[src/rtl/calc_arbiter.sv]
// calc_arbiter: two-port round-robin arbiter in front of a single shared
// 4-bit signed calculator (add/sub/abs with overflow). The winner's operands
// are latched, the result is registered and held until the owner
// acknowledges it or the ACK_TIMEOUT wait expires.
// Optional feature: define CALC_OVF_CNT_EN to add the saturating 8-bit
// overflow counter and its ovf_count port.
module calc_arbiter #(
  parameter int ACK_TIMEOUT = 15
) (
  input  logic       clk,
  input  logic       rst_n,
  input  logic       req0,
  input  logic       req1,
  input  logic [2:0] op0,
  input  logic [2:0] op1,
  input  logic [3:0] a0,
  input  logic [3:0] b0,
  input  logic [3:0] a1,
  input  logic [3:0] b1,
  output logic       gnt0,
  output logic       gnt1,
  output logic       done0,
  output logic       done1,
  input  logic       ack0,
  input  logic       ack1,
  output logic [3:0] res,
  output logic       ovf,
  output logic       timeout,
  output logic       busy
`ifdef CALC_OVF_CNT_EN
  ,
  output logic [7:0] ovf_count
`endif
);

  typedef enum logic [1:0] {IDLE, EXEC, DONE} state_t;

  // Last wait-counter value before the result is dropped.
  localparam logic [7:0] WAIT_LAST = 8'(ACK_TIMEOUT - 1);

  state_t     state, state_nxt;
  logic       owner, owner_nxt;
  logic       rr, rr_nxt;
  logic [2:0] op_q, op_nxt;
  logic [3:0] a_q, a_nxt;
  logic [3:0] b_q, b_nxt;
  logic [7:0] wait_cnt, wait_nxt;
  logic       gnt0_nxt, gnt1_nxt;
  logic       done0_nxt, done1_nxt;
  logic [3:0] res_nxt;
  logic       ovf_nxt;
  logic       timeout_nxt;
  logic       busy_nxt;
  logic       win;
  logic       ack_own;

  logic [3:0] calc_x, calc_y;
  logic [3:0] calc_res;
  logic       calc_ovf;

  // Shared calculator, fed only from the latched operands; op[2] swaps the
  // operand order, op[1] selects abs of the second operand.
  always_comb begin
    calc_x   = op_q[2] ? b_q : a_q;
    calc_y   = op_q[2] ? a_q : b_q;
    calc_res = 4'd0;
    calc_ovf = 1'b0;
    if (op_q[1]) begin
      calc_res = calc_y[3] ? (4'd0 - calc_y) : calc_y;
      calc_ovf = (calc_y == 4'b1000);
    end else if (op_q[0]) begin
      calc_res = calc_x - calc_y;
      calc_ovf = (calc_x[3] != calc_y[3]) && (calc_res[3] != calc_x[3]);
    end else begin
      calc_res = calc_x + calc_y;
      calc_ovf = (calc_x[3] == calc_y[3]) && (calc_res[3] != calc_x[3]);
    end
  end

  // Next-state and next-output logic for the IDLE/EXEC/DONE sequencer.
  always_comb begin
    state_nxt   = state;
    owner_nxt   = owner;
    rr_nxt      = rr;
    op_nxt      = op_q;
    a_nxt       = a_q;
    b_nxt       = b_q;
    wait_nxt    = wait_cnt;
    gnt0_nxt    = 1'b0;
    gnt1_nxt    = 1'b0;
    done0_nxt   = done0;
    done1_nxt   = done1;
    res_nxt     = res;
    ovf_nxt     = ovf;
    timeout_nxt = 1'b0;
    busy_nxt    = busy;
    win         = (req0 && req1) ? rr : req1;
    ack_own     = owner ? ack1 : ack0;
    case (state)
      IDLE: begin
        if (req0 || req1) begin
          owner_nxt = win;
          op_nxt    = win ? op1 : op0;
          a_nxt     = win ? a1  : a0;
          b_nxt     = win ? b1  : b0;
          gnt0_nxt  = ~win;
          gnt1_nxt  = win;
          busy_nxt  = 1'b1;
          state_nxt = EXEC;
        end
      end
      EXEC: begin
        res_nxt   = calc_res;
        ovf_nxt   = calc_ovf;
        done0_nxt = ~owner;
        done1_nxt = owner;
        wait_nxt  = 8'd0;
        state_nxt = DONE;
      end
      DONE: begin
        if (ack_own || (wait_cnt == WAIT_LAST)) begin
          timeout_nxt = ~ack_own;
          done0_nxt   = 1'b0;
          done1_nxt   = 1'b0;
          rr_nxt      = ~owner;
          busy_nxt    = 1'b0;
          state_nxt   = IDLE;
        end else begin
          wait_nxt = wait_cnt + 8'd1;
        end
      end
      default: begin
        state_nxt = IDLE;
      end
    endcase
  end

  // State, latched operands and all registered outputs.
  always_ff @(posedge clk or negedge rst_n) begin
    if (!rst_n) begin
      state    <= IDLE;
      owner    <= 1'b0;
      rr       <= 1'b0;
      op_q     <= 3'd0;
      a_q      <= 4'd0;
      b_q      <= 4'd0;
      wait_cnt <= 8'd0;
      gnt0     <= 1'b0;
      gnt1     <= 1'b0;
      done0    <= 1'b0;
      done1    <= 1'b0;
      res      <= 4'd0;
      ovf      <= 1'b0;
      timeout  <= 1'b0;
      busy     <= 1'b0;
    end else begin
      state    <= state_nxt;
      owner    <= owner_nxt;
      rr       <= rr_nxt;
      op_q     <= op_nxt;
      a_q      <= a_nxt;
      b_q      <= b_nxt;
      wait_cnt <= wait_nxt;
      gnt0     <= gnt0_nxt;
      gnt1     <= gnt1_nxt;
      done0    <= done0_nxt;
      done1    <= done1_nxt;
      res      <= res_nxt;
      ovf      <= ovf_nxt;
      timeout  <= timeout_nxt;
      busy     <= busy_nxt;
    end
  end

`ifdef CALC_OVF_CNT_EN
  // Saturating count of overflowing captures, including later-dropped ones.
  always_ff @(posedge clk or negedge rst_n) begin
    if (!rst_n) begin
      ovf_count <= 8'd0;
    end else if ((state == EXEC) && calc_ovf && (ovf_count != 8'hFF)) begin
      ovf_count <= ovf_count + 8'd1;
    end
  end
`endif

endmodule

[config.mk]
export PLATFORM = sky130hd
export DESIGN_NAME = calc_arbiter
export DESIGN_NICKNAME = d
export VERILOG_FILES = /design/src/rtl/calc_arbiter.sv
export SDC_FILE = /design/constraint.sdc
export NUM_CORES = 1
export LEC_CHECK = 0
export BUFFER_PORTS_ARGS = -buffer_cell sky130_fd_sc_hd__buf_2
export CAP_MARGIN = 40
export CORE_ASPECT_RATIO = 1.1
export CORE_MARGIN = 3
export CORE_UTILIZATION = 35
export CTS_BUF_LIST = sky130_fd_sc_hd__clkbuf_4
export DETAILED_ROUTE_END_ITERATION = 12
export PLACE_DENSITY = 0.68
export SYNTH_ARGS = -nofsm -noshare
export SYNTH_HDL_FRONTEND = slang
export SYNTH_SLANG_ARGS = --single-unit
[constraint.sdc]
create_clock -name clk -period 2 [get_ports clk]
set_input_delay 0 -clock clk [delete_from_list [all_inputs] [get_ports clk]]
set_output_delay 0 -clock clk [all_outputs]
set_load 0.02 [all_outputs]
# --- Word level (Yosys, flattened, before mapping) ---
# Cells that the tools add are included.
totals:
  ram_bits: 0
  output_inout_bits: 11
  mem_count: 0
  ff_bits: 34
  wordCells: 75
  latch_bits: 0
  input_bits: 28
  romBits: 0
op_classes:
  n_lt_le_gt_ge: 0
  n_mux: 28
  eq_ne: 11
  reduce_logical: 14
  shift: 0
  multipliers: 0
  add_sub_neg: 4
  bitwise_logic: 3
  div_mod_pow: 0
op_table:
  columns: ["cell", "count"]
  rows:
  - ["4-bit 2-to-1 mux", 7]
  - ["8-bit one-hot mux with 2 select lines", 1]
  - ["1-bit 2-to-1 mux", 12]
  - ["2-bit AND reduction", 5]
  - ["8-bit by 1-bit adder with 8-bit output (second input constant)", 1]
  - ["8-bit by 4-bit equality test with 1-bit output (second input constant)", 1]
  - ["8-bit 2-to-1 mux", 1]
  - ["2-bit inequality test (second input constant)", 3]
  - ["1-bit one-hot mux with 2 select lines", 3]
  - ["2-bit one-hot mux with 3 select lines", 1]
  - ["4-bit adder", 1]
  - ["4-bit equality test (second input constant)", 1]
  - ["2-bit 2-to-1 mux", 2]
  - ["2-bit nonzero test", 2]
  - ["1-bit by 4-bit subtractor with 4-bit output (first input constant)", 1]
  - ["4-bit subtractor", 1]
  - ["1-bit logical AND", 3]
  - ["3-bit 2-to-1 mux", 1]
  - ["1-bit inequality test", 3]
  - ["1-bit NOT", 3]
  - ["3-bit AND reduction", 1]
  - ["2-bit by 1-bit equality test with 1-bit output (second input constant)", 1]
  - ["2-bit equality test (second input constant)", 1]
  - ["2-bit zero test", 1]
  - ["2 further kinds", 3]

# --- Longest topological paths before layout ---
# Gate-level depths: netlist of run 1.
logic_depth:
  word_depth: 6
  mapped_depth: 11
  mapped_depth_nobuf: 10

# --- Worst setup path before layout of run 1 ---
# Ideal clock, no wire load.
synth_path:
  path_type: "reg-to-reg"
  from: "reg op_q[2]"
  to: "reg res[3]"
  setup_time_ns: 0.137
  required_ns: 1.863
  n_path_buf: 1
  t_arrival_ns: 2.056
  stages_incl_launch_ff: 11
  period_less_slack_ns: 2.193
  setup_slack_ns: -0.193
  cell_sequence: "dfrtp_1 > buf_2 > mux2i_1 > inv_1 > ha_1 > nand2b_1 > a21oi_1 > o21ai_0 > o21ai_0 > mux2i_1 > o211ai_1"
synth_between:
  elab_chain_len: 4
  word_cells_on_any_way: 8
  cone_classes: "add/sub (3); mux (5)"
synth_rtl:
  columns: ["item", "line", "rtl"]
  rows:
  - ["start, declared", "44", "logic [2:0] op_q, op_nxt;"]
  - ["start signal, assigned", "160", "op_q <= op_nxt;"]
  - ["4-bit 2-to-1 mux, on equally long branches", "64, 65", null]
  - ["4-bit adder (tied with other cells)", "75", "calc_res = calc_x + calc_y;"]
  - ["4-bit 2-to-1 mux, on equally long branches", "71, 69", null]
  - ["4-bit 2-to-1 mux (*)", "68", "if (op_q[1]) begin"]
  - ["end signal, assigned", "168", "res <= res_nxt;"]
  - ["end, declared", "26", "output logic [3:0] res,"]
# Every way passes the cells marked *; elsewhere a longest branch is shown, timed or not.
# A chain may end at the register's enable or synchronous reset.

# --- Final worst setup path of run 1 ---
# Ends and elaborated chain as after synthesis.

==> impl_metrics.xml, run 1 <==
<?xml version="1.0" encoding="UTF-8"?>
<metrics>
  <group name="worst_setup_path">
    <metric name="worst-endpoint-required" unit="ps">2230</metric>
    <metric name="rr_endpoint" unit="">res[3]$_DFFE_PN0P_</metric>
    <metric name="timing.reg2reg.setup_slack" unit="ps">30</metric>
    <metric name="crit_path_top_delay_cell" unit="">sky130_fd_sc_hd__dfrtp_2</metric>
    <metric name="ff2ff_path_depth" unit="">9</metric>
    <metric name="timing.critical_path.fanout_max" unit="">6</metric>
    <metric name="cp_cell_sequence" unit="">mux2i_4 -&gt; inv_2 -&gt; ha_4 -&gt; nand2b_4 -&gt; a21oi_4 -&gt; o21ai_1 -&gt; o21ai_2 -&gt; mux2i_1 -&gt; o211ai_1</metric>
    <metric name="worst_setup_path_end_kind" unit="">register</metric>
    <metric name="worst_setup_path_endpoint" unit="">res[3]$_DFFE_PN0P_</metric>
    <metric name="critical-path-max-stage-delay" unit="ps">490</metric>
    <metric name="critical_path_arrival" unit="ps">2200</metric>
    <metric name="startpoint" unit="">op_q[2]$_DFFE_PN0P_</metric>
    <metric name="critPathKind" unit="">reg -&gt; reg</metric>
    <metric name="regToRegStartpoint" unit="">op_q[2]$_DFFE_PN0P_</metric>
    <metric name="setup.worst_path.start_class" unit="">register</metric>
  </group>
  <group name="floorplanning">
    <metric name="die_w" unit="um">77.5</metric>
    <metric name="start_util" unit="">0.365</metric>
    <metric name="fp.dieArea" unit="mm2">0.00656</metric>
    <metric name="std_cell_rows" unit="">28</metric>
    <metric name="pin_count" unit="">39</metric>
    <metric name="die_h" unit="um">84.6</metric>
    <metric name="placeableCoreArea" unit="mm2">0.00540</metric>
  </group>
  <group name="run">
    <metric name="max_cap_viol_count" unit="">0</metric>
  </group>
  <group name="sta">
    <metric name="slew_headroom" unit="">0.478</metric>
    <metric name="number_of_endpoints_failing_setup_at_the_final_stage" unit="">0</metric>
    <metric name="rsz0062_at_grt" unit="">yes</metric>
    <metric name="period_share" unit="">0.984</metric>
    <metric name="worst_hold_slack" unit="ps">64.5</metric>
    <metric name="maxSlewViolCount" unit="">0</metric>
    <metric name="timing.final.hold_violations" unit="">0</metric>
    <metric name="period_minus_slack" unit="ps">1970</metric>
    <metric name="tightestPinTransition" unit="ps">783</metric>
    <metric name="clock_skew" unit="ps">18.1</metric>
    <metric name="max_clock_freq" unit="MHz">508</metric>
  </group>
  <group name="clocking">
    <metric name="cts_made_buffers" unit="">5</metric>
    <metric name="cts_buffer_depth" unit="">2</metric>
    <metric name="tritoncts_clock_tree" unit="">yes</metric>
    <metric name="worst_setup_hold_path_clk_slew" unit="ps">130</metric>
    <metric name="clk-insertion-delay-late" unit="ps">360</metric>
    <metric name="clock_tree.htree_level_count" unit="">2</metric>
    <metric name="cts.root.buffer_cell" unit="">sky130_fd_sc_hd__clkbuf_4</metric>
    <metric name="cts.sink_count" unit="">34</metric>
  </group>
  <group name="global_route">
    <metric name="global_route_wire_length_before_repair" unit="um">8270</metric>
    <metric name="grt_usage" unit="">0.158</metric>
    <metric name="largest_net_degree_at_the_start_of_global_routing" unit="">35</metric>
    <metric name="first_global_vias" unit="">1772</metric>
    <metric name="grt_antenna_before_repair" unit="">0</metric>
    <metric name="overflow" unit="">0</metric>
  </group>
  <group name="cells_and_area">
    <metric name="area_delta_synth_final" unit="%">38.7</metric>
    <metric name="num-nets-final" unit="">323</metric>
    <metric name="drive_above_1_share" unit="">0.297</metric>
    <metric name="insertedDiodeCount" unit="">0</metric>
    <metric name="fillerInstances" unit="">523</metric>
  </group>
  <group name="logic_synthesis">
    <metric name="synth_sequential_area_ratio" unit="">0.433</metric>
    <metric name="ys_dominant_reg_cell" unit="">sky130_fd_sc_hd__dfrtp_1</metric>
    <metric name="synth.lib_cells_used.distinct" unit="">40</metric>
    <metric name="yosys.area.top_type_share" unit="">0.433</metric>
    <metric name="netlist.top_cell.by_area" unit="">sky130_fd_sc_hd__dfrtp_1</metric>
    <metric name="syn_area_per_cell" unit="um2">9.37</metric>
    <metric name="syn_nets" unit="">248</metric>
    <metric name="synth.most_common_cell" unit="">sky130_fd_sc_hd__dfrtp_1</metric>
    <metric name="netlist_top_cells_count" unit="">34 x sky130_fd_sc_hd__dfrtp_1, 29 x sky130_fd_sc_hd__nand2_1, 23 x sky130_fd_sc_hd__o21ai_0</metric>
    <metric name="synth_warnings" unit="">0</metric>
    <metric name="synth.top_cells.by_area" unit="">sky130_fd_sc_hd__dfrtp_1 43%, sky130_fd_sc_hd__mux2i_1 6.6%, sky130_fd_sc_hd__o21ai_0 5.9%</metric>
    <metric name="synth-seq-cells" unit="">34</metric>
    <metric name="synth-edff-count" unit="">0</metric>
    <metric name="synthesis.area" unit="mm2">0.00197</metric>
    <metric name="postSynthCellCount" unit="">210</metric>
    <metric name="fraction_of_synthesis_flops_using_an_asynchronous_set_or_reset_pin" unit="">1.00</metric>
  </group>
  <group name="routing">
    <metric name="drt-wirelength-per-cell" unit="um">13.6</metric>
    <metric name="num_vias" unit="">1772</metric>
    <metric name="detailedRoute.firstPassIterationCount" unit="">4</metric>
    <metric name="drt_iter0_drc" unit="">110</metric>
    <metric name="postRouteWirelength" unit="um">4920</metric>
    <metric name="antenna_violating_nets_post_route" unit="">0</metric>
    <metric name="drc" unit="">0</metric>
    <metric name="post_drt_via_cell_ratio" unit="">4.91</metric>
  </group>
  <group name="power_and_ir_drop">
    <metric name="power.density" unit="mW/mm2">1570</metric>
    <metric name="power.total" unit="W">0.00429</metric>
    <metric name="leakagePower" unit="nW">1.28</metric>
    <metric name="worst_ir_drop_vdd" unit="V">0.000644</metric>
  </group>
  <group name="placed_design">
    <metric name="routabilityCongestion" unit="">0.862</metric>
    <metric name="place.port_buffers" unit="">38</metric>
    <metric name="dp.final_hpwl" unit="um">3240</metric>
  </group>
  <group name="hold_path">
    <metric name="hold_class" unit="">in -&gt; reg</metric>
    <metric name="hold_path_depth" unit="">4</metric>
  </group>
  <group name="run_status">
    <metric name="status" unit="">completed</metric>
  </group>
</metrics>
## cell families after synthesis
kind of cell | share of synthesized area
flip-flops | 0.433
XOR/XNOR | 0.0312
AND/OR/NAND/NOR | 0.186
multiplexers | 0.0891
AO/OA/AOI/OAI | 0.153
buffers and inverters | 0.0375
adder cells (fa/ha/maj) | 0.0712
## metrics by stage
step	setup slack (ps)	std cells	util	instance area, um2	TNS, ps
floorplan	1.30	210	-	1990	0
global placement	-75.3	328	0.433	2340	-170
detailed placement	-163	328	0.433	2340	-486
CTS	3.44	361	0.494	2670	0
global route	-93.9	361	0.506	2730	-211
finish	31.4	361	0.506	2730	0
## layout by cell type, fill, tap and decap left out, types with 6 or more instances in the layout
cell type	count
sky130_fd_sc_hd__mux2i_1	11
sky130_fd_sc_hd__buf_2	38
sky130_fd_sc_hd__o21ai_1	6
sky130_fd_sc_hd__nor2_1	12
sky130_fd_sc_hd__nor2b_1	6
sky130_fd_sc_hd__nand2_1	29
sky130_fd_sc_hd__a21oi_1	6
sky130_fd_sc_hd__dfrtp_1	32
sky130_fd_sc_hd__buf_4	13
sky130_fd_sc_hd__inv_1	8
sky130_fd_sc_hd__o21ai_0	15
sky130_fd_sc_hd__dlygate4sd3_1	25
## state kept, by name (all words and copies together), names as in the netlist, 2 cells and up
signal    flops
a_q           4
b_q           4
op_q          3
res           4
state         2
wait_cnt      8
## worst min-delay path by stage
| stage | start | slack [ps] | end |
|---|---|---|---|
| after floorplan | rst_n | -300 | a_q[0]$_DFFE_PN0P_ |
| after global placement | rst_n | 110 | rr$_DFFE_PN0P_ |
| after detailed placement | rst_n | 120 | done0$_DFFE_PN0P_ |
| after CTS | ack0 | 60 | timeout$_DFF_PN0_ |
| after global routing | ack0 | 140 | timeout$_DFF_PN0_ |
| final | ack0 | 60 | timeout$_DFF_PN0_ |
## layout make-up
| class | count | area, um2 | area share |
|---|---|---|---|
| clock buffer | 5 | 37.5 | 0.0138 |
| tap | 75 | 93.8 | 0.0344 |
| inverter | 11 | 43.8 | 0.0160 |
| clock inverter | 3 | 16.3 | 0.00596 |
| sequential | 34 | 853 | 0.313 |
| multi-input combinational | 157 | 1150 | 0.420 |
| timing repair buffer | 76 | 538 | 0.197 |
## power breakdown
group	internal, W	switching (W)
Clock	0.000131	0.000262
Combinational	0.00131	0.00130
Sequential	0.000948	0.000336
## worst max-delay path: cells and delay by family (launching register included)
family                     cells  cell delay [ps]
DFF                            1              490
and+or+nand+nor                1               60
adders and majority gates      1              280
buffers and inverters          1               80
AOI/OAI and AO/OA              4              460
muxes                          2              480
## repair_timing
item / 4_1_cts / 5_1_grt
hold buffers: 25 / 0
pin swaps: 4 / 8
endpoints found under the setup margin: 4 / 9
endpoints found under the hold margin: 46 / 0
gates resized for setup: 9 / 21
buffers inserted: 0 / 0
## metal layers
layer,track usage,vias up,share of wire
met5,0,-,0
met4,0.0631,0,0.021
met3,0.0290,8,0.031
met2,0.273,43,0.51
met1,0.195,843,0.43
li1,-,878,-
(Power assumes the default switching activity.)
==> run 2: changes to the inputs <==
--- a/config.mk
+++ b/config.mk
@@ -7,10 +7,10 @@
 export LEC_CHECK = 0
 export BUFFER_PORTS_ARGS = -buffer_cell sky130_fd_sc_hd__buf_2
 export CAP_MARGIN = 40
-export CORE_ASPECT_RATIO = 1.1
+export CORE_ASPECT_RATIO = 1.4
 export CORE_MARGIN = 3
 export CORE_UTILIZATION = 35
-export CTS_BUF_LIST = sky130_fd_sc_hd__clkbuf_4
+export CTS_BUF_LIST = sky130_fd_sc_hd__clkbuf_2
 export DETAILED_ROUTE_END_ITERATION = 12
 export PLACE_DENSITY = 0.68
 export SYNTH_ARGS = -nofsm -noshare
==> impl_metrics.xml, run 2 (synthesis gave the netlist of run 1 again) <==
<?xml version="1.0" encoding="UTF-8"?>
<metrics>
  <group name="run_status">
    <metric name="status" unit="">completed</metric>
  </group>
  <group name="sta">
    <metric name="timing.final.hold_violations" unit="">0</metric>
    <metric name="slew_headroom" unit="">0.501</metric>
    <metric name="rsz0062_at_grt" unit="">yes</metric>
    <metric name="number_of_endpoints_failing_setup_at_the_final_stage" unit="">0</metric>
    <metric name="tightestPinTransition" unit="ps">749</metric>
    <metric name="layout_setup_ws" unit="ps">12.0</metric>
    <metric name="period_share" unit="">0.994</metric>
    <metric name="maxSlewViolCount" unit="">0</metric>
    <metric name="clock_skew" unit="ps">19.2</metric>
    <metric name="max_clock_freq" unit="MHz">503</metric>
    <metric name="period_minus_slack" unit="ps">1990</metric>
  </group>
  <group name="power_and_ir_drop">
    <metric name="leakagePower" unit="nW">1.28</metric>
    <metric name="worst_ir_drop_vdd" unit="V">0.000764</metric>
    <metric name="power.density" unit="mW/mm2">1570</metric>
  </group>
  <group name="floorplanning">
    <metric name="die_w" unit="um">69.4</metric>
    <metric name="die_h" unit="um">94.7</metric>
    <metric name="pin_count" unit="">39</metric>
    <metric name="fp.dieArea" unit="mm2">0.00657</metric>
    <metric name="std_cell_rows" unit="">31</metric>
    <metric name="placeableCoreArea" unit="mm2">0.00531</metric>
    <metric name="start_util" unit="">0.370</metric>
  </group>
  <group name="clocking">
    <metric name="cts.root.buffer_cell" unit="">sky130_fd_sc_hd__clkbuf_2</metric>
    <metric name="clock_tree.htree_level_count" unit="">2</metric>
    <metric name="tritoncts_clock_tree" unit="">yes</metric>
    <metric name="worst_setup_hold_path_clk_slew" unit="ps">180</metric>
    <metric name="cts_made_buffers" unit="">5</metric>
    <metric name="cts_buffer_depth" unit="">2</metric>
    <metric name="clk-insertion-delay-late" unit="ps">380</metric>
    <metric name="postCtsSetupBuffers" unit="">0</metric>
    <metric name="cts.sink_count" unit="">34</metric>
  </group>
  <group name="worst_setup_path">
    <metric name="rr_endpoint" unit="">ovf$_DFFE_PN0P_</metric>
    <metric name="worst-endpoint-required" unit="ps">2300</metric>
    <metric name="critical_path_arrival" unit="ps">2280</metric>
    <metric name="timing.critical_path.fanout_max" unit="">5</metric>
    <metric name="critical-path-max-stage-delay" unit="ps">510</metric>
    <metric name="cp_cell_sequence" unit="">mux2_4 -&gt; inv_4 -&gt; ha_4 -&gt; o21bai_1 -&gt; a21o_1 -&gt; mux2i_1 -&gt; a21boi_0 -&gt; a31oi_1</metric>
    <metric name="setup.worst_path.start_class" unit="">register</metric>
    <metric name="ff2ff_path_depth" unit="">8</metric>
    <metric name="regToRegStartpoint" unit="">op_q[2]$_DFFE_PN0P_</metric>
    <metric name="worst_setup_path_end_kind" unit="">register</metric>
    <metric name="crit_path_top_delay_cell" unit="">sky130_fd_sc_hd__dfrtp_2</metric>
    <metric name="timing.reg2reg.setup_slack" unit="ps">10</metric>
    <metric name="critPathKind" unit="">reg -&gt; reg</metric>
  </group>
  <group name="routing">
    <metric name="drc" unit="">0</metric>
    <metric name="detailedRoute.firstPassIterationCount" unit="">4</metric>
    <metric name="postRouteWirelength" unit="um">4700</metric>
    <metric name="num_vias" unit="">1755</metric>
    <metric name="antenna_violating_nets_post_route" unit="">0</metric>
    <metric name="drt_iter0_drc" unit="">50</metric>
    <metric name="post_drt_via_cell_ratio" unit="">5.01</metric>
    <metric name="drt-wirelength-per-cell" unit="um">13.4</metric>
  </group>
  <group name="global_route">
    <metric name="largest_net_degree_at_the_start_of_global_routing" unit="">35</metric>
    <metric name="grt_usage" unit="">0.153</metric>
    <metric name="grt_antenna_before_repair" unit="">0</metric>
    <metric name="overflow" unit="">0</metric>
    <metric name="first_global_vias" unit="">1841</metric>
    <metric name="global_route_wire_length_before_repair" unit="um">8050</metric>
  </group>
  <group name="cells_and_area">
    <metric name="area_delta_synth_final" unit="%">37.4</metric>
    <metric name="drive_above_1_share" unit="">0.285</metric>
    <metric name="largest_register_ffs" unit="">8</metric>
    <metric name="layout.cells.most_common_list" unit="">38 x sky130_fd_sc_hd__buf_2, 33 x sky130_fd_sc_hd__dfrtp_1, 29 x sky130_fd_sc_hd__nand2_1, 25 x sky130_fd_sc_hd__dlygate4sd3_1, 15 x sky130_fd_sc_hd__o21ai_0</metric>
    <metric name="insertedDiodeCount" unit="">0</metric>
    <metric name="num-nets-final" unit="">322</metric>
    <metric name="most_common_cell_after_layout_fill_and_taps_aside" unit="">sky130_fd_sc_hd__buf_2</metric>
    <metric name="regMostFlops" unit="">wait_cnt</metric>
    <metric name="final_core_utilization" unit="">0.509</metric>
  </group>
  <group name="hold_path">
    <metric name="min-delay-start" unit="">ack0</metric>
    <metric name="hold_class" unit="">in -&gt; reg</metric>
    <metric name="whs_endpoint" unit="">timeout$_DFF_PN0_</metric>
    <metric name="hold_path_depth" unit="">4</metric>
  </group>
  <group name="placed_design">
    <metric name="place.port_buffers" unit="">38</metric>
    <metric name="detailedPlace.worstSlack" unit="ps">-113</metric>
    <metric name="routabilityCongestion" unit="">0.913</metric>
    <metric name="dp.final_hpwl" unit="um">3230</metric>
  </group>
  <group name="run">
    <metric name="max_cap_viol_count" unit="">0</metric>
  </group>
</metrics>
run 2: cell types whose count changed in the layout (fill, tap and decap cells not counted), moves of 2 or more:
cell and change:
sky130_fd_sc_hd__fa_2 -2, sky130_fd_sc_hd__clkbuf_2 +5, sky130_fd_sc_hd__clkbuf_4 -5, sky130_fd_sc_hd__fa_1 +2
run 2: area by class of cell:
class	count	area, um2
inverters	11	43.8
fillers	479	2610
clock buffers	5	25.0
clock inverters	2	33.8
flip-flops and latches	34	852
well taps	66	82.6
repair buffers	75	531
multi-input cells	157	1130
run 2: what timing repair did:
action                                  4_1_cts  5_1_grt
endpoints found under the setup margin        4        9
resized for setup                             9       17
hold endpoints to repair                     47        0
cloned                                        0        0
hold buffers                                 25        0
pin swaps                                     1        6
run 2: power by group:
group / total (W) / switching [W] / internal (W)
combinational: 0.00254 / 0.00127 / 0.00127
sequential: 0.00128 / 0.000336 / 0.000944
clock: 0.000430 / 0.000229 / 0.000201
total: 0.00425 / 0.00183 / 0.00241
run 2: worst max path at each step:
stage	start	end	slack [ps]
detailed placement	op_q[2]$_DFFE_PN0P_	res[3]$_DFFE_PN0P_	-110
global placement	op_q[2]$_DFFE_PN0P_	res[3]$_DFFE_PN0P_	-50
CTS	op_q[2]$_DFFE_PN0P_	ovf$_DFFE_PN0P_	3
global route	op_q[2]$_DFFE_PN0P_	ovf$_DFFE_PN0P_	-90
finish	op_q[2]$_DFFE_PN0P_	ovf$_DFFE_PN0P_	10
floorplan	op_q[2]$_DFFE_PN0P_	ovf$_DFFE_PN0P_	1
run 2: layer usage:
layer,vias to the layer above,share of wire,track usage
met5,-,0,0
li1,872,-,-
met1,820,0.39,0.158
met4,0,0.021,0.0635
met3,10,0.041,0.0298
met2,53,0.55,0.297
run 2: metrics by stage:
| stage | TNS [ps] | total power [W] | hold WS, ps | cell area (um2) | instances |
|---|---|---|---|---|---|
| 2_1_floorplan | 0 | 0.00273 | -296 | 1990 | 210 |
| 3_5_place_dp | -303 | 0.00339 | 113 | 2320 | 318 |
| 3_3_place_gp | -113 | 0.00330 | 110 | 2320 | 318 |
| 5_1_grt | -229 | 0.00462 | 67.5 | 2700 | 350 |
| 6_report | 0 | 0.00425 | 31.4 | 2700 | 350 |
| 4_1_cts | 0 | 0.00397 | 13.9 | 2640 | 350 |
run 2: critical path: cells and delay by family, from the launching register on:
kind | cells | cell delay (ps)
AOI/OAI and AO/OA | 4 | 550
adders and majority gates | 1 | 200
buffers and inverters | 1 | 70
muxes | 2 | 580
DFF | 1 | 510
==> run 3: changes to the inputs <==
--- a/config.mk
+++ b/config.mk
@@ -7,12 +7,14 @@
 export LEC_CHECK = 0
 export BUFFER_PORTS_ARGS = -buffer_cell sky130_fd_sc_hd__buf_2
 export CAP_MARGIN = 40
-export CORE_ASPECT_RATIO = 1.4
+export CELL_PAD_IN_SITES_DETAIL_PLACEMENT = 1
+export CELL_PAD_IN_SITES_GLOBAL_PLACEMENT = 2
+export CORE_ASPECT_RATIO = 1.5
 export CORE_MARGIN = 3
-export CORE_UTILIZATION = 35
+export CORE_UTILIZATION = 31
 export CTS_BUF_LIST = sky130_fd_sc_hd__clkbuf_2
 export DETAILED_ROUTE_END_ITERATION = 12
-export PLACE_DENSITY = 0.68
+export PLACE_DENSITY = 0.88
 export SYNTH_ARGS = -nofsm -noshare
 export SYNTH_HDL_FRONTEND = slang
 export SYNTH_SLANG_ARGS = --single-unit
==> impl_metrics.xml, run 3 (synthesis gave the netlist of run 1 again) <==
<?xml version="1.0" encoding="UTF-8"?>
<metrics>
  <group name="sta">
    <metric name="period_minus_slack" unit="ps">1990</metric>
    <metric name="max_clock_freq" unit="MHz">503</metric>
    <metric name="number_of_endpoints_failing_setup_at_the_final_stage" unit="">0</metric>
    <metric name="tightestPinTransition" unit="ps">769</metric>
    <metric name="slew_headroom" unit="">0.487</metric>
    <metric name="maxSlewViolCount" unit="">0</metric>
    <metric name="clock_skew" unit="ps">21.6</metric>
    <metric name="rsz0062_at_grt" unit="">yes</metric>
    <metric name="timing.final.hold_violations" unit="">0</metric>
    <metric name="period_share" unit="">0.994</metric>
  </group>
  <group name="floorplanning">
    <metric name="die_w" unit="um">71.0</metric>
    <metric name="start_util" unit="">0.330</metric>
    <metric name="pin_count" unit="">39</metric>
    <metric name="fp.dieArea" unit="mm2">0.00736</metric>
    <metric name="die_h" unit="um">104</metric>
    <metric name="std_cell_rows" unit="">34</metric>
    <metric name="placeableCoreArea" unit="mm2">0.00596</metric>
  </group>
  <group name="clocking">
    <metric name="cts.root.buffer_cell" unit="">sky130_fd_sc_hd__clkbuf_2</metric>
    <metric name="clock_tree.htree_level_count" unit="">2</metric>
    <metric name="clk-insertion-delay-late" unit="ps">390</metric>
    <metric name="tritoncts_clock_tree" unit="">yes</metric>
    <metric name="cts_made_buffers" unit="">5</metric>
    <metric name="cts_buffer_depth" unit="">2</metric>
    <metric name="cts.sink_count" unit="">34</metric>
    <metric name="worst_setup_hold_path_clk_slew" unit="ps">180</metric>
    <metric name="postCtsSetupBuffers" unit="">0</metric>
  </group>
  <group name="cells_and_area">
    <metric name="stdcell_area" unit="mm2">0.00272</metric>
    <metric name="most_common_cell_after_layout_fill_and_taps_aside" unit="">sky130_fd_sc_hd__buf_2</metric>
    <metric name="final-instance-count-excl-fill" unit="">360</metric>
    <metric name="num-nets-final" unit="">324</metric>
    <metric name="drive_above_1_share" unit="">0.286</metric>
    <metric name="largest_register_ffs" unit="">8</metric>
    <metric name="fillerInstances" unit="">722</metric>
    <metric name="area_delta_synth_final" unit="%">38.4</metric>
    <metric name="regMostFlops" unit="">wait_cnt</metric>
    <metric name="layout.cells.most_common_list" unit="">38 x sky130_fd_sc_hd__buf_2, 33 x sky130_fd_sc_hd__dfrtp_1, 29 x sky130_fd_sc_hd__nand2_1, 27 x sky130_fd_sc_hd__dlygate4sd3_1, 17 x sky130_fd_sc_hd__o21ai_0</metric>
  </group>
  <group name="run_status">
    <metric name="status" unit="">completed</metric>
  </group>
  <group name="power_and_ir_drop">
    <metric name="worst_ir_drop_vdd" unit="V">0.000639</metric>
    <metric name="internal_power" unit="W">0.00229</metric>
    <metric name="power.total" unit="W">0.00416</metric>
    <metric name="share_comb_of_total_power" unit="">0.614</metric>
    <metric name="net-switching-power" unit="W">0.00187</metric>
    <metric name="leakagePower" unit="nW">1.29</metric>
    <metric name="power.density" unit="mW/mm2">1530</metric>
    <metric name="power_frac_clock" unit="">0.078</metric>
    <metric name="power.sequential.fraction" unit="">0.308</metric>
    <metric name="switching_share_of_power" unit="">0.450</metric>
  </group>
  <group name="routing">
    <metric name="detailedRoute.firstPassIterationCount" unit="">4</metric>
    <metric name="post_drt_via_cell_ratio" unit="">4.89</metric>
    <metric name="antenna_violating_nets_post_route" unit="">0</metric>
    <metric name="num_vias" unit="">1760</metric>
    <metric name="drt_iter0_drc" unit="">31</metric>
    <metric name="drt-wirelength-per-cell" unit="um">14.5</metric>
    <metric name="drc" unit="">0</metric>
    <metric name="postRouteWirelength" unit="um">5210</metric>
  </group>
  <group name="worst_setup_path">
    <metric name="critical-path-top-delay-family" unit="">flip-flops</metric>
    <metric name="critPathKind" unit="">reg -&gt; reg</metric>
    <metric name="critical-path-max-stage-delay" unit="ps">500</metric>
    <metric name="critPathMostFrequentCell" unit="">sky130_fd_sc_hd__o21ai_1</metric>
    <metric name="worst-endpoint-required" unit="ps">2270</metric>
    <metric name="crit_path_top_delay_cell" unit="">sky130_fd_sc_hd__dfrtp_2</metric>
    <metric name="setup.worst_path.start_class" unit="">register</metric>
    <metric name="worst_setup_path_end_kind" unit="">register</metric>
    <metric name="cp_cell_sequence" unit="">mux2i_4 -&gt; inv_2 -&gt; ha_4 -&gt; nand2b_4 -&gt; a21oi_4 -&gt; o21ai_1 -&gt; o21ai_1 -&gt; mux2i_1 -&gt; o211ai_1</metric>
    <metric name="timing.critical_path.fanout_max" unit="">6</metric>
    <metric name="critical_path_arrival" unit="ps">2250</metric>
    <metric name="worstPathBufferInverterCount" unit="">1</metric>
  </group>
  <group name="global_route">
    <metric name="grt_usage" unit="">0.151</metric>
    <metric name="largest_net_degree_at_the_start_of_global_routing" unit="">35</metric>
    <metric name="grt_antenna_before_repair" unit="">1</metric>
    <metric name="overflow" unit="">0</metric>
    <metric name="first_global_vias" unit="">1919</metric>
    <metric name="global_route_wire_length_before_repair" unit="um">8900</metric>
  </group>
  <group name="placed_design">
    <metric name="dp.final_hpwl" unit="um">3660</metric>
    <metric name="placed_cell_area" unit="mm2">0.00233</metric>
    <metric name="routabilityCongestion" unit="">0.901</metric>
    <metric name="dp.cells" unit="">324</metric>
    <metric name="place.port_buffers" unit="">38</metric>
  </group>
  <group name="run">
    <metric name="max_cap_viol_count" unit="">0</metric>
  </group>
  <group name="hold_path">
    <metric name="hold_class" unit="">in -&gt; reg</metric>
  </group>
</metrics>
-- run 3: routing by layer --
metal,vias up,global-route usage,wire length (um)
li1,879,-,-
met1,846,0.157,2020
met2,29,0.287,2970
met3,6,0.0281,128
met4,0,0.0578,93
met5,-,0,0
-- run 3: path summary, 6_finish.rpt --
path                                           from             endpoint  slack, ps  depth (start not counted)
worst max-delay path            op_q[2]$_DFFE_PN0P_   res[3]$_DFFE_PN0P_         10                          9
worst min-delay path                           req0     busy$_DFFE_PN0P_        100                          4
worst max register to register  op_q[2]$_DFFE_PN0P_   res[3]$_DFFE_PN0P_         10                          9
worst min register to register   res[1]$_DFFE_PN0P_   res[1]$_DFFE_PN0P_        510                          2
max in group asynchronous                     rst_n  op_q[2]$_DFFE_PN0P_       1250                          2
min in group asynchronous                     rst_n    timeout$_DFF_PN0_        180                          2
-- run 3: cell type report --
type	instances	area (um2)	area share
Clock buffer	5	25.0	0.00920
Timing Repair Buffer	77	551	0.202
Antenna cell	1	2.50	0.000920
Tap cell	72	90.1	0.0331
Inverter	11	43.8	0.0161
Multi-Input combinational cell	157	1140	0.419
Clock inverter	3	16.3	0.00598
Sequential cell	34	852	0.313
-- run 3: through the flow --
step           hold slack (ps)   util  setup WS, ps  TNS (ps)
2_1_floorplan             -296      -          1.30         0
6_report                   102  0.457          11.8         0
3_3_place_gp               118  0.391         -85.8      -234
5_1_grt                   94.6  0.457          -101      -332
4_1_cts                   75.6  0.450          8.65         0
3_5_place_dp               125  0.391          -147      -474
-- run 3: power groups by stage --
stage	combinational (W)	sequential (W)	clock [W]
after floorplan	0.00148	0.00126	0
after global placement	0.00209	0.00126	0
after detailed placement	0.00215	0.00128	0
after CTS	0.00239	0.00128	0.000343
after global routing	0.00286	0.00134	0.000367
final	0.00255	0.00128	0.000323
-- run 3: timing repair --
item | 4_1_cts | 5_1_grt
hold buffers | 27 | 0
gates cloned | 0 | 0
endpoints found under the setup margin | 4 | 6
gates resized for setup | 16 | 9
pin swaps | 4 | 8
endpoints found under the hold margin | 47 | 0
-- run 3: worst min-delay path, stage by stage --
cell and delay [ps]:
sky130_fd_sc_hd__buf_2 90, sky130_fd_sc_hd__o21ai_1 80, sky130_fd_sc_hd__buf_4 190, sky130_fd_sc_hd__o21ai_0 90
